**src/rtl/morph_path_scheduler_if.sv**
```systemverilog
// Config handshake, pixel streams to/from the morphology stages, and status of the path scheduler.
// Latency: n/a (signal bundle only).
// Backpressure: cfg uses valid/ready; pixel streams have none.
interface morph_path_scheduler_if;
    logic       cfg_valid;
    logic [1:0] cfg_mode;
    logic       cfg_ready;

    logic per_frame_vsync, per_frame_href, per_frame_clken, per_img_Bit;
    logic ero_in_vsync, ero_in_href, ero_in_clken, ero_in_Bit;
    logic ero_out_vsync, ero_out_href, ero_out_clken, ero_out_Bit;
    logic dil_in_vsync, dil_in_href, dil_in_clken, dil_in_Bit;
    logic dil_out_vsync, dil_out_href, dil_out_clken, dil_out_Bit;
    logic post_frame_vsync, post_frame_href, post_frame_clken, post_img_Bit;

    logic [1:0]  active_mode;
    logic [15:0] frame_cnt;
    logic        geom_err;

    modport slave (
        input  cfg_valid, cfg_mode,
        input  per_frame_vsync, per_frame_href, per_frame_clken, per_img_Bit,
        input  ero_out_vsync, ero_out_href, ero_out_clken, ero_out_Bit,
        input  dil_out_vsync, dil_out_href, dil_out_clken, dil_out_Bit,
        output cfg_ready,
        output ero_in_vsync, ero_in_href, ero_in_clken, ero_in_Bit,
        output dil_in_vsync, dil_in_href, dil_in_clken, dil_in_Bit,
        output post_frame_vsync, post_frame_href, post_frame_clken, post_img_Bit,
        output active_mode, frame_cnt, geom_err
    );

    modport master (
        output cfg_valid, cfg_mode,
        output per_frame_vsync, per_frame_href, per_frame_clken, per_img_Bit,
        output ero_out_vsync, ero_out_href, ero_out_clken, ero_out_Bit,
        output dil_out_vsync, dil_out_href, dil_out_clken, dil_out_Bit,
        input  cfg_ready,
        input  ero_in_vsync, ero_in_href, ero_in_clken, ero_in_Bit,
        input  dil_in_vsync, dil_in_href, dil_in_clken, dil_in_Bit,
        input  post_frame_vsync, post_frame_href, post_frame_clken, post_img_Bit,
        input  active_mode, frame_cnt, geom_err
    );
endinterface

```
**src/rtl/morph_path_scheduler.sv**
```systemverilog
// Routes a binary pixel stream through erode/dilate stages per committed mode; checks geometry, counts frames.
// Latency: selected stream registered once (stage latency + 1); routing to stages is combinational.
// Backpressure: cfg_ready drops on accept and returns after a quiet-gap mode commit; pixel path has none.
module morph_path_scheduler #(
    parameter logic [9:0] IMG_HDISP  = 10'd640,
    parameter logic [9:0] IMG_VDISP  = 10'd480,
    parameter logic [7:0] GUARD_CYC  = 8'd16,
    parameter logic [1:0] RESET_MODE = 2'd1
) (
    input logic                  sys_clk,
    input logic                  sys_rst_n,
    morph_path_scheduler_if.slave bus
);
    typedef enum logic [1:0] {ST_RUN, ST_DRAIN, ST_COMMIT} state_t;

    state_t      state_q;
    logic [1:0]  mode_q, pend_q;
    logic        ready_q;
    logic [7:0]  quiet_q, quiet_d;
    logic [15:0] frame_q;
    logic        err_q;
    logic        vs_q, hs_q;
    logic [9:0]  pix_q, line_q;
    logic        post_vs_q, post_hs_q, post_ck_q, post_bit_q;

    logic sel_vs, sel_hs, sel_ck, sel_bit;
    logic ero_en, dil_from_in, dil_from_ero;
    logic xfer, quiet;
    logic vs_rise, vs_fall, hs_rise, hs_fall, err_set;

    // Unused stage inputs are held at 0 so idle detectors see a dead stream.
    assign ero_en       = mode_q[0];
    assign dil_from_in  = (mode_q == 2'd2);
    assign dil_from_ero = (mode_q == 2'd3);

    assign bus.ero_in_vsync = ero_en & bus.per_frame_vsync;
    assign bus.ero_in_href  = ero_en & bus.per_frame_href;
    assign bus.ero_in_clken = ero_en & bus.per_frame_clken;
    assign bus.ero_in_Bit   = ero_en & bus.per_img_Bit;

    assign bus.dil_in_vsync = (dil_from_in & bus.per_frame_vsync) | (dil_from_ero & bus.ero_out_vsync);
    assign bus.dil_in_href  = (dil_from_in & bus.per_frame_href)  | (dil_from_ero & bus.ero_out_href);
    assign bus.dil_in_clken = (dil_from_in & bus.per_frame_clken) | (dil_from_ero & bus.ero_out_clken);
    assign bus.dil_in_Bit   = (dil_from_in & bus.per_img_Bit)     | (dil_from_ero & bus.ero_out_Bit);

    always_comb begin
        sel_vs  = bus.per_frame_vsync;
        sel_hs  = bus.per_frame_href;
        sel_ck  = bus.per_frame_clken;
        sel_bit = bus.per_img_Bit;
        case (mode_q)
            2'd1: begin
                sel_vs  = bus.ero_out_vsync;
                sel_hs  = bus.ero_out_href;
                sel_ck  = bus.ero_out_clken;
                sel_bit = bus.ero_out_Bit;
            end
            2'd2, 2'd3: begin
                sel_vs  = bus.dil_out_vsync;
                sel_hs  = bus.dil_out_href;
                sel_ck  = bus.dil_out_clken;
                sel_bit = bus.dil_out_Bit;
            end
            default: ;
        endcase
    end

    assign xfer    = bus.cfg_valid & ready_q;
    assign quiet   = ~bus.per_frame_vsync & ~sel_vs;
    assign quiet_d = quiet_q + 8'd1;

    always_ff @(posedge sys_clk or negedge sys_rst_n) begin
        if (!sys_rst_n) begin
            state_q <= ST_RUN;
            mode_q  <= RESET_MODE;
            pend_q  <= RESET_MODE;
            ready_q <= 1'b1;
            quiet_q <= 8'd0;
        end else begin
            case (state_q)
                ST_RUN: if (xfer) begin
                    pend_q  <= bus.cfg_mode;
                    ready_q <= 1'b0;
                    quiet_q <= 8'd0;
                    state_q <= ST_DRAIN;
                end
                ST_DRAIN: if (!quiet) begin
                    quiet_q <= 8'd0;
                end else begin
                    quiet_q <= quiet_d;
                    if (quiet_d == GUARD_CYC) state_q <= ST_COMMIT;
                end
                ST_COMMIT: begin
                    mode_q  <= pend_q;
                    ready_q <= 1'b1;
                    state_q <= ST_RUN;
                end
                default: state_q <= ST_RUN;
            endcase
        end
    end

    assign vs_rise = bus.per_frame_vsync & ~vs_q;
    assign vs_fall = ~bus.per_frame_vsync & vs_q;
    assign hs_rise = bus.per_frame_href & ~hs_q;
    assign hs_fall = ~bus.per_frame_href & hs_q;
    assign err_set = (hs_fall & (pix_q != IMG_HDISP)) | (vs_fall & (line_q != IMG_VDISP));

    // A pixel or line landing on the same cycle as the clearing edge is counted as the first one.
    always_ff @(posedge sys_clk or negedge sys_rst_n) begin
        if (!sys_rst_n) begin
            vs_q    <= 1'b0;
            hs_q    <= 1'b0;
            pix_q   <= 10'd0;
            line_q  <= 10'd0;
            frame_q <= 16'd0;
            err_q   <= 1'b0;
        end else begin
            vs_q <= bus.per_frame_vsync;
            hs_q <= bus.per_frame_href;
            if (hs_rise)
                pix_q <= {9'd0, bus.per_frame_clken};
            else if (bus.per_frame_href && bus.per_frame_clken && pix_q != 10'h3FF)
                pix_q <= pix_q + 10'd1;
            if (vs_rise)
                line_q <= {9'd0, hs_rise};
            else if (bus.per_frame_vsync && hs_rise && line_q != 10'h3FF)
                line_q <= line_q + 10'd1;
            if (vs_rise) frame_q <= frame_q + 16'd1;
            if (err_set)   err_q <= 1'b1;
            else if (xfer) err_q <= 1'b0;
        end
    end

    always_ff @(posedge sys_clk or negedge sys_rst_n) begin
        if (!sys_rst_n) begin
            post_vs_q  <= 1'b0;
            post_hs_q  <= 1'b0;
            post_ck_q  <= 1'b0;
            post_bit_q <= 1'b0;
        end else begin
            post_vs_q  <= sel_vs;
            post_hs_q  <= sel_hs;
            post_ck_q  <= sel_ck;
            post_bit_q <= sel_hs & sel_bit;
        end
    end

    assign bus.cfg_ready        = ready_q;
    assign bus.active_mode      = mode_q;
    assign bus.frame_cnt        = frame_q;
    assign bus.geom_err         = err_q;
    assign bus.post_frame_vsync = post_vs_q;
    assign bus.post_frame_href  = post_hs_q;
    assign bus.post_frame_clken = post_ck_q;
    assign bus.post_img_Bit     = post_bit_q;
endmodule
```
**src/flat_wrapper.sv**
```systemverilog
// flat-port wrapper written by rule: the top's interface ports become plain ports
module morph_path_scheduler_flat 
#(
    parameter logic [9:0] IMG_HDISP  = 10'd640,
    parameter logic [9:0] IMG_VDISP  = 10'd480,
    parameter logic [7:0] GUARD_CYC  = 8'd16,
    parameter logic [1:0] RESET_MODE = 2'd1
)
  (sys_clk, sys_rst_n, bus_cfg_valid, bus_cfg_mode, bus_per_frame_vsync, bus_per_frame_href, bus_per_frame_clken, bus_per_img_Bit, bus_ero_out_vsync, bus_ero_out_href, bus_ero_out_clken, bus_ero_out_Bit, bus_dil_out_vsync, bus_dil_out_href, bus_dil_out_clken, bus_dil_out_Bit, bus_cfg_ready, bus_ero_in_vsync, bus_ero_in_href, bus_ero_in_clken, bus_ero_in_Bit, bus_dil_in_vsync, bus_dil_in_href, bus_dil_in_clken, bus_dil_in_Bit, bus_post_frame_vsync, bus_post_frame_href, bus_post_frame_clken, bus_post_img_Bit, bus_active_mode, bus_frame_cnt, bus_geom_err);
  morph_path_scheduler_if bus_i ();
  input logic sys_clk;
  input logic sys_rst_n;
  input wire logic [$bits(bus_i.cfg_valid)-1:0] bus_cfg_valid;
  input wire logic [$bits(bus_i.cfg_mode)-1:0] bus_cfg_mode;
  input wire logic [$bits(bus_i.per_frame_vsync)-1:0] bus_per_frame_vsync;
  input wire logic [$bits(bus_i.per_frame_href)-1:0] bus_per_frame_href;
  input wire logic [$bits(bus_i.per_frame_clken)-1:0] bus_per_frame_clken;
  input wire logic [$bits(bus_i.per_img_Bit)-1:0] bus_per_img_Bit;
  input wire logic [$bits(bus_i.ero_out_vsync)-1:0] bus_ero_out_vsync;
  input wire logic [$bits(bus_i.ero_out_href)-1:0] bus_ero_out_href;
  input wire logic [$bits(bus_i.ero_out_clken)-1:0] bus_ero_out_clken;
  input wire logic [$bits(bus_i.ero_out_Bit)-1:0] bus_ero_out_Bit;
  input wire logic [$bits(bus_i.dil_out_vsync)-1:0] bus_dil_out_vsync;
  input wire logic [$bits(bus_i.dil_out_href)-1:0] bus_dil_out_href;
  input wire logic [$bits(bus_i.dil_out_clken)-1:0] bus_dil_out_clken;
  input wire logic [$bits(bus_i.dil_out_Bit)-1:0] bus_dil_out_Bit;
  output wire logic [$bits(bus_i.cfg_ready)-1:0] bus_cfg_ready;
  output wire logic [$bits(bus_i.ero_in_vsync)-1:0] bus_ero_in_vsync;
  output wire logic [$bits(bus_i.ero_in_href)-1:0] bus_ero_in_href;
  output wire logic [$bits(bus_i.ero_in_clken)-1:0] bus_ero_in_clken;
  output wire logic [$bits(bus_i.ero_in_Bit)-1:0] bus_ero_in_Bit;
  output wire logic [$bits(bus_i.dil_in_vsync)-1:0] bus_dil_in_vsync;
  output wire logic [$bits(bus_i.dil_in_href)-1:0] bus_dil_in_href;
  output wire logic [$bits(bus_i.dil_in_clken)-1:0] bus_dil_in_clken;
  output wire logic [$bits(bus_i.dil_in_Bit)-1:0] bus_dil_in_Bit;
  output wire logic [$bits(bus_i.post_frame_vsync)-1:0] bus_post_frame_vsync;
  output wire logic [$bits(bus_i.post_frame_href)-1:0] bus_post_frame_href;
  output wire logic [$bits(bus_i.post_frame_clken)-1:0] bus_post_frame_clken;
  output wire logic [$bits(bus_i.post_img_Bit)-1:0] bus_post_img_Bit;
  output wire logic [$bits(bus_i.active_mode)-1:0] bus_active_mode;
  output wire logic [$bits(bus_i.frame_cnt)-1:0] bus_frame_cnt;
  output wire logic [$bits(bus_i.geom_err)-1:0] bus_geom_err;
  assign bus_i.cfg_valid = bus_cfg_valid;
  assign bus_i.cfg_mode = bus_cfg_mode;
  assign bus_i.per_frame_vsync = bus_per_frame_vsync;
  assign bus_i.per_frame_href = bus_per_frame_href;
  assign bus_i.per_frame_clken = bus_per_frame_clken;
  assign bus_i.per_img_Bit = bus_per_img_Bit;
  assign bus_i.ero_out_vsync = bus_ero_out_vsync;
  assign bus_i.ero_out_href = bus_ero_out_href;
  assign bus_i.ero_out_clken = bus_ero_out_clken;
  assign bus_i.ero_out_Bit = bus_ero_out_Bit;
  assign bus_i.dil_out_vsync = bus_dil_out_vsync;
  assign bus_i.dil_out_href = bus_dil_out_href;
  assign bus_i.dil_out_clken = bus_dil_out_clken;
  assign bus_i.dil_out_Bit = bus_dil_out_Bit;
  assign bus_cfg_ready = bus_i.cfg_ready;
  assign bus_ero_in_vsync = bus_i.ero_in_vsync;
  assign bus_ero_in_href = bus_i.ero_in_href;
  assign bus_ero_in_clken = bus_i.ero_in_clken;
  assign bus_ero_in_Bit = bus_i.ero_in_Bit;
  assign bus_dil_in_vsync = bus_i.dil_in_vsync;
  assign bus_dil_in_href = bus_i.dil_in_href;
  assign bus_dil_in_clken = bus_i.dil_in_clken;
  assign bus_dil_in_Bit = bus_i.dil_in_Bit;
  assign bus_post_frame_vsync = bus_i.post_frame_vsync;
  assign bus_post_frame_href = bus_i.post_frame_href;
  assign bus_post_frame_clken = bus_i.post_frame_clken;
  assign bus_post_img_Bit = bus_i.post_img_Bit;
  assign bus_active_mode = bus_i.active_mode;
  assign bus_frame_cnt = bus_i.frame_cnt;
  assign bus_geom_err = bus_i.geom_err;
  morph_path_scheduler #(.IMG_HDISP(IMG_HDISP), .IMG_VDISP(IMG_VDISP), .GUARD_CYC(GUARD_CYC), .RESET_MODE(RESET_MODE)) u_core (.sys_clk(sys_clk), .sys_rst_n(sys_rst_n), .bus(bus_i));
endmodule
```
**config.mk**
```make
export PLATFORM = sky130hd
export DESIGN_NAME = morph_path_scheduler_flat
export DESIGN_NICKNAME = d
export VERILOG_FILES = /design/src/rtl/morph_path_scheduler_if.sv /design/src/rtl/morph_path_scheduler.sv /design/src/flat_wrapper.sv
export SDC_FILE = /design/constraint.sdc
export NUM_CORES = 1
export LEC_CHECK = 0
export ABC_CLOCK_PERIOD_IN_PS = 1850
export BUFFER_PORTS_ARGS = -buffer_cell sky130_fd_sc_hd__buf_2
export CORE_UTILIZATION = 56
export CTS_CLUSTER_DIAMETER = 50
export DETAILED_ROUTE_END_ITERATION = 12
export HOLD_SLACK_MARGIN = 0.02
export PLACE_DENSITY_LB_ADDON = 0.12
export SYNTH_ARGS = -nofsm -noshare
export SYNTH_HDL_FRONTEND = slang
export SYNTH_SLANG_ARGS = --single-unit
```
**constraint.sdc**
```tcl
create_clock -name sys_clk -period 1.85 [get_ports sys_clk]
set_input_delay 0.37 -clock sys_clk [delete_from_list [all_inputs] [get_ports sys_clk]]
set_output_delay 0.37 -clock sys_clk [all_outputs]
set_load 0.02 [all_outputs]
```
### Yosys cells after proc, flatten, opt, wreduce, memory -nomap -nowiden

Cells that the tools add are included.

* eq/ne operators: 13
* reductions and logical operators: 15
* muxes and demuxes: 18
* bitwise operators: 31
* $add $sub $neg: 4

Operators with widths (number)
* $mux W10: 4
* $ne A10 B10 Y1 const B: 3
* $and A1 B1 Y1: 21
* $add A10 B1 Y10 const B: 2
* $add A16 B1 Y16 const B: 1
* $mux W8: 2
* $pmux W8 S2: 1
* $ne A10 B9 Y1 const B: 1
* $pmux W1 S2: 5
* $reduce_bool A2 Y1: 5
* $add A8 B1 Y8 const B: 1
* $eq A8 B5 Y1 const B: 1
* $eq A2 B2 Y1 const B: 3
* $mux W2: 3
* $ne A2 B1 Y1 const B: 3
* $reduce_and A2 Y1: 3
* $not A1 Y1: 5
* $or A1 B1 Y1: 5
* $eq A2 B1 Y1 const B: 2
* $logic_and A1 B1 Y1: 4
* $pmux W2 S2: 1
* $reduce_and A3 Y1: 1
* $logic_not A2 Y1: 1
* $mux W1: 2
* $reduce_or A2 Y1: 1

* register bits: 58

### Logic depth before layout (Yosys ltp)

* word-level depth: 7
* depth in mapped cells: 6
* gate-level depth less buffers: 6

### Worst setup path after synthesis

OpenSTA, ideal clock, no wires.

* path type: register -> output
* start point: reg u_core.mode_q[0] (netlist: u_core.bus.active_mode[0])
* end point: out bus_dil_in_clken
* slack: 159 ps
* arrival time: 1321 ps
* cell stages (with the launch flop): 4
* cells stage by stage: dfstp_2 -> buf_2 -> mux2_2 -> and2_1

* word-level cells in the longest chain between the ends: 3
* elaborated cells between the ends (all ways): 5
* classes of those cells: eq/ne (2); bitwise (3)

RTL lines
* start: declaration: RTL line morph_path_scheduler.sv:17 `logic [1:0] mode_q, pend_q;`
* start signal: assignment: RTL line morph_path_scheduler.sv:94 `mode_q <= pend_q;`
* $eq A2 B2 Y1, on equally long branches: RTL line morph_path_scheduler.sv:33, morph_path_scheduler.sv:34
* $and A1 B1 Y1: RTL line morph_path_scheduler.sv:43 `assign bus.dil_in_clken = (dil_from_in & bus.per_frame_clken) | (dil_from_ero & bus.ero_out_clken);`
* $or A1 B1 Y1 *: RTL line morph_path_scheduler.sv:43
* end: declaration: RTL line flat_wrapper.sv:34 `output wire logic [$bits(bus_i.dil_in_clken)-1:0] bus_dil_in_clken;`

Mark *: on every way between the ends. The rest lies on a longest branch, timed or not.

### Worst setup path in the final report

* start point: reg u_core.mode_q[0] (netlist: u_core.bus.active_mode[0])
* end point: out bus_dil_in_href

* word-level cells in the longest chain between the ends: 3
* elaborated cells between the ends (all ways): 5
* classes of those cells: eq/ne (2); bitwise (3)

RTL lines
* $eq A2 B2 Y1, on equally long branches: RTL line morph_path_scheduler.sv:33, morph_path_scheduler.sv:34
* $and A1 B1 Y1: RTL line morph_path_scheduler.sv:42 `assign bus.dil_in_href = (dil_from_in & bus.per_frame_href) | (dil_from_ero & bus.ero_out_href);`
* $or A1 B1 Y1 *: RTL line morph_path_scheduler.sv:42
* end: declaration: RTL line flat_wrapper.sv:33 `output wire logic [$bits(bus_i.dil_in_href)-1:0] bus_dil_in_href;`

Marks and branches as above.

==> results.yml <==
run_status:
  outcome: "complete, but fails checks"
  violations: "negative setup slack"
min_path:
  min_path_type: "primary input to async pin"
power:
  power.leakage_nw: 1.770
  finalPower_mw: 2.920
  p_int_mw: 2.112
  power_switching_uw: 807.8
  ir_worst_vdd_v: 0.0004835
  seq_power_share_pct: 49.3
  clkPwrFrac_pct: 36.8
  swShare_pct: 27.66
  p_per_area_nw_per_um2: 786.9
  combPwrFrac_pct: 13.9
floorplanning:
  fp.coreArea_um2: 5140
  ios: 49
  initial_core_util_pct: 58.79
  num_rows: 26
  fp.dieH_um: 75.46
  die_area_um2: 5693
  die_w_um: 75.46
drt:
  drtAntennaViolNets: 0
  drc: 0
  firstDrtPassIters: 4
  num_vias: 2611
  vias_per_cell: 5.894
  wl_um: 6732
  wl_per_cell_um: 15.20
  drtIter0Drc: 199
timing:
  worst_pin_slew_ns: 0.5895
  final.min_clock_period_ns: 1.931
  fin_skew_ns: 0.005487
  setup_violations: 4
  finalWorstSetupSlack_ns: -0.08077
  hold_viol: 0
  rsz0062_at_grt: "yes"
  fin_worst_hold_slack_ns: 0.03117
  max_freq_mhz: 517.9
  final.period_utilization_pct: 104.4
  slew_headroom_pct: 60.64
  maxSlewViolCount: 0
logic_synthesis:
  yosysSeqAreaShare_pct: 48.16
  yosysUniqueCellTypes: 52
  avgSynthCellArea_um2: 10.07
  syn-cell-area_um2: 3022
  synth_top_family_by_area: "simple AND/OR/NAND/NOR gates"
  synthAdderAreaFrac_pct: 2.484
  synth_warnings: 0
  synth-edff-count: 0
  synth-xor-area-share_pct: 4.638
  synth_compound_area_share_pct: 13.75
  synth_top_cell_by_area: "dfrtp_1"
  synth_cells: 300
  syn-num-nets: 323
  synth.mux.area_fraction_pct: 4.058
  synth-seq-cells: 58
  synth_area_leaders: "dfrtp_1 46%, mux2_2 3.7%, nand2_1 3.4%"
  synth_top_flop_cell: "dfrtp_1"
  postSynth.asyncResetShare_pct: 100.0
  yosys.area_share.simple_pct: 24.60
  synth_top_area_share_pct: 45.55
clock_tree:
  clk_pin_slew_ns: 0.06
  cts_made_buffers: 9
  cts-root-buf: "clkbuf_8"
  clk_latency_ns: 0.34
  cts_tree: "built"
  htreeDepth: 3
  clock_sinks: 58
  cts.path.max_buffers: 2
worst_setup_path:
  max_stage_delay_ns: 0.62
  crit_fanout: 6
  reg2reg_slack_ns: 0.10
  end_kind: "primary output"
  crit_slowest_cell: "dfstp_2"
  reg2regPathDepth: 4
  r2r_end: "u_core.pix_q[4]"
  crit_start: "u_core.bus.active_mode[0]"
  cp.required_ns: 1.48
  r2r-start: "u_core.pix_q[7]"
  crit_path_start_kind: "flip-flop"
  cp-endpoint: "bus_dil_in_href"
  worstSetupPathType: "flip-flop to primary output"
  worstPathCellList: "mux2_4 > and2_4 > buf_6"
  worst-endpoint-arrival_ns: 1.56
finish:
  nNetsFinal: 393
  finish.utilization_pct: 72.20
  diodes: 0
  seq_area_um2: 1455
  multi_input_area_um2: 1559
  finalInstanceArea_um2: 3711
  drive_above_1_share_pct: 27.61
  fillCellCount: 403
  synthToLayoutAreaGrowth_pct: 22.82
job:
  cap_viol_max_count: 0
global_routing:
  grt_max_degree: 28
  track_usage_pct: 25.71
  grt_overflow: 0
  grt_pass1_wl_um: 10890
  grt_pass1_vias: 2328
  antenna_found_initial: 0
placement:
  port_buffers: 48
  hpwlAfterDp_um: 4548
  dpl_cell_area_um2: 3446
  place.gp.congestion: 0.8245
## layout make-up
type                       instances  share of cell area [%]
clock buffer                      10                   3.439
clock inverter                     4                   1.214
inverter                          11                   1.113
multi-input combinational        226                   42.01
sequential                        58                   39.21
tap                               70                   2.360
timing repair buffer              64                   10.65
## critical path: cells and delay by family (launching register included)
kind	cells	cell delay, ns
multiplexers	1	0.33
flip-flops	1	0.62
buffers and inverters	1	0.12
AND/OR/NAND/NOR	1	0.16
## power by group through the flow
stage / combinational [mW] / sequential [mW] / clock [mW]
floorplan: 0.157 / 1.52 / 0
global placement: 0.387 / 1.46 / 0
detailed placement: 0.397 / 1.46 / 0
CTS: 0.405 / 1.44 / 1.10
global route: 0.448 / 1.45 / 1.16
finish: 0.407 / 1.44 / 1.07
## layout by cell type, fill, tap and decap left out, drive strengths merged, types with 3 or more instances in the layout
cell type and instances:
dfrtp 55, and2 12, and4 4, nand2b 8, and3 6, nor3b 3, clkinv 3, inv 11
nor2b 5, buf 64, nand3 15, o31ai 3, ha 6, mux2 10, or3 6, or4 3
o21ai 13, nand4 8, nand2 27, nor2 11, a21oi 16, o311ai 3, nor3 11, xor2 7
clkbuf 10, xnor2 9, dfstp 3, a31oi 8
## stage by stage
step	setup WS (ns)	TNS, ns	std cells
floorplan	0.1594	0	300
global placement	0.09319	0	427
detailed placement	-0.01444	-0.01444	427
CTS	-0.07466	-0.2682	442
global route	-0.1188	-0.4340	443
finish	-0.08077	-0.2692	443
## state kept, by name, indices dropped and copies added (netlist names)
name	cells
u_core.quiet_q	8
u_core.state_q	2
u_core.pend_q	2
u_core.bus.frame_cnt	16
u_core.bus.cfg_ready	1
u_core.bus.post_frame_clken	1
u_core.pix_q	10
u_core.bus.post_img_Bit	1
u_core.bus.post_frame_href	1
u_core.hs_q	1
u_core.bus.geom_err	1
u_core.vs_q	1
u_core.line_q	10
u_core.bus.active_mode	2
u_core.bus.post_frame_vsync	1
## synthesized netlist by cell type (all sizes together), types with 8 or more instances
| library cell | number |
|---|---|
| mux2 | 10 |
| dfrtp | 55 |
| nand2b | 8 |
| xnor2 | 9 |
| o21ai | 13 |
| nor3 | 11 |
| nor2 | 11 |
| nand4 | 8 |
| nand2 | 27 |
| a31oi | 8 |
| inv | 11 |
| a21oi | 16 |
| and2 | 12 |
| nand3 | 15 |
## cells by family (layout without fill, tap and decap cells)
group / Yosys count / after routing
xor+xnor: 16 / 16
mux: 11 / 11
simple gates: 132 / 132
fa+ha+maj: 6 / 6
flops: 58 / 58
compound gates: 60 / 61
buf+inv: 17 / 89
## routing by layer
layer	global-route usage, %	wire length (um)
met1	33.39	3021
met2	41.57	3320
met3	7.804	311
met4	8.025	78
met5	0	0
## what timing repair did
item | CTS | global route
gates resized for setup | 13 | 4
gates cloned | 0 | 1
hold buffers | 0 | 0
setup endpoints to repair | 6 | 8
pin swaps | 1 | 1
setup buffers | 1 | 0
## how the worst min path moves through the flow
| stage | startpoint | to | slack, ns | depth (start not counted) |
|---|---|---|---|---|
| 3_3_place_gp | sys_rst_n | u_core.bus.frame_cnt[0] | 0.40 | 1 |
| 3_5_place_dp | sys_rst_n | u_core.bus.frame_cnt[4] | 0.40 | 1 |
| 4_1_cts | sys_rst_n | u_core.bus.frame_cnt[4] | 0.04 | 1 |
| 2_1_floorplan | sys_rst_n | u_core.bus.active_mode[1] | 0.07 | 0 |
| 5_1_grt | sys_rst_n | u_core.bus.frame_cnt[0] | 0.06 | 1 |
| 6_report | sys_rst_n | u_core.state_q[1] | 0.03 | 1 |
Note: power is estimated with default switching activity, not from simulation.
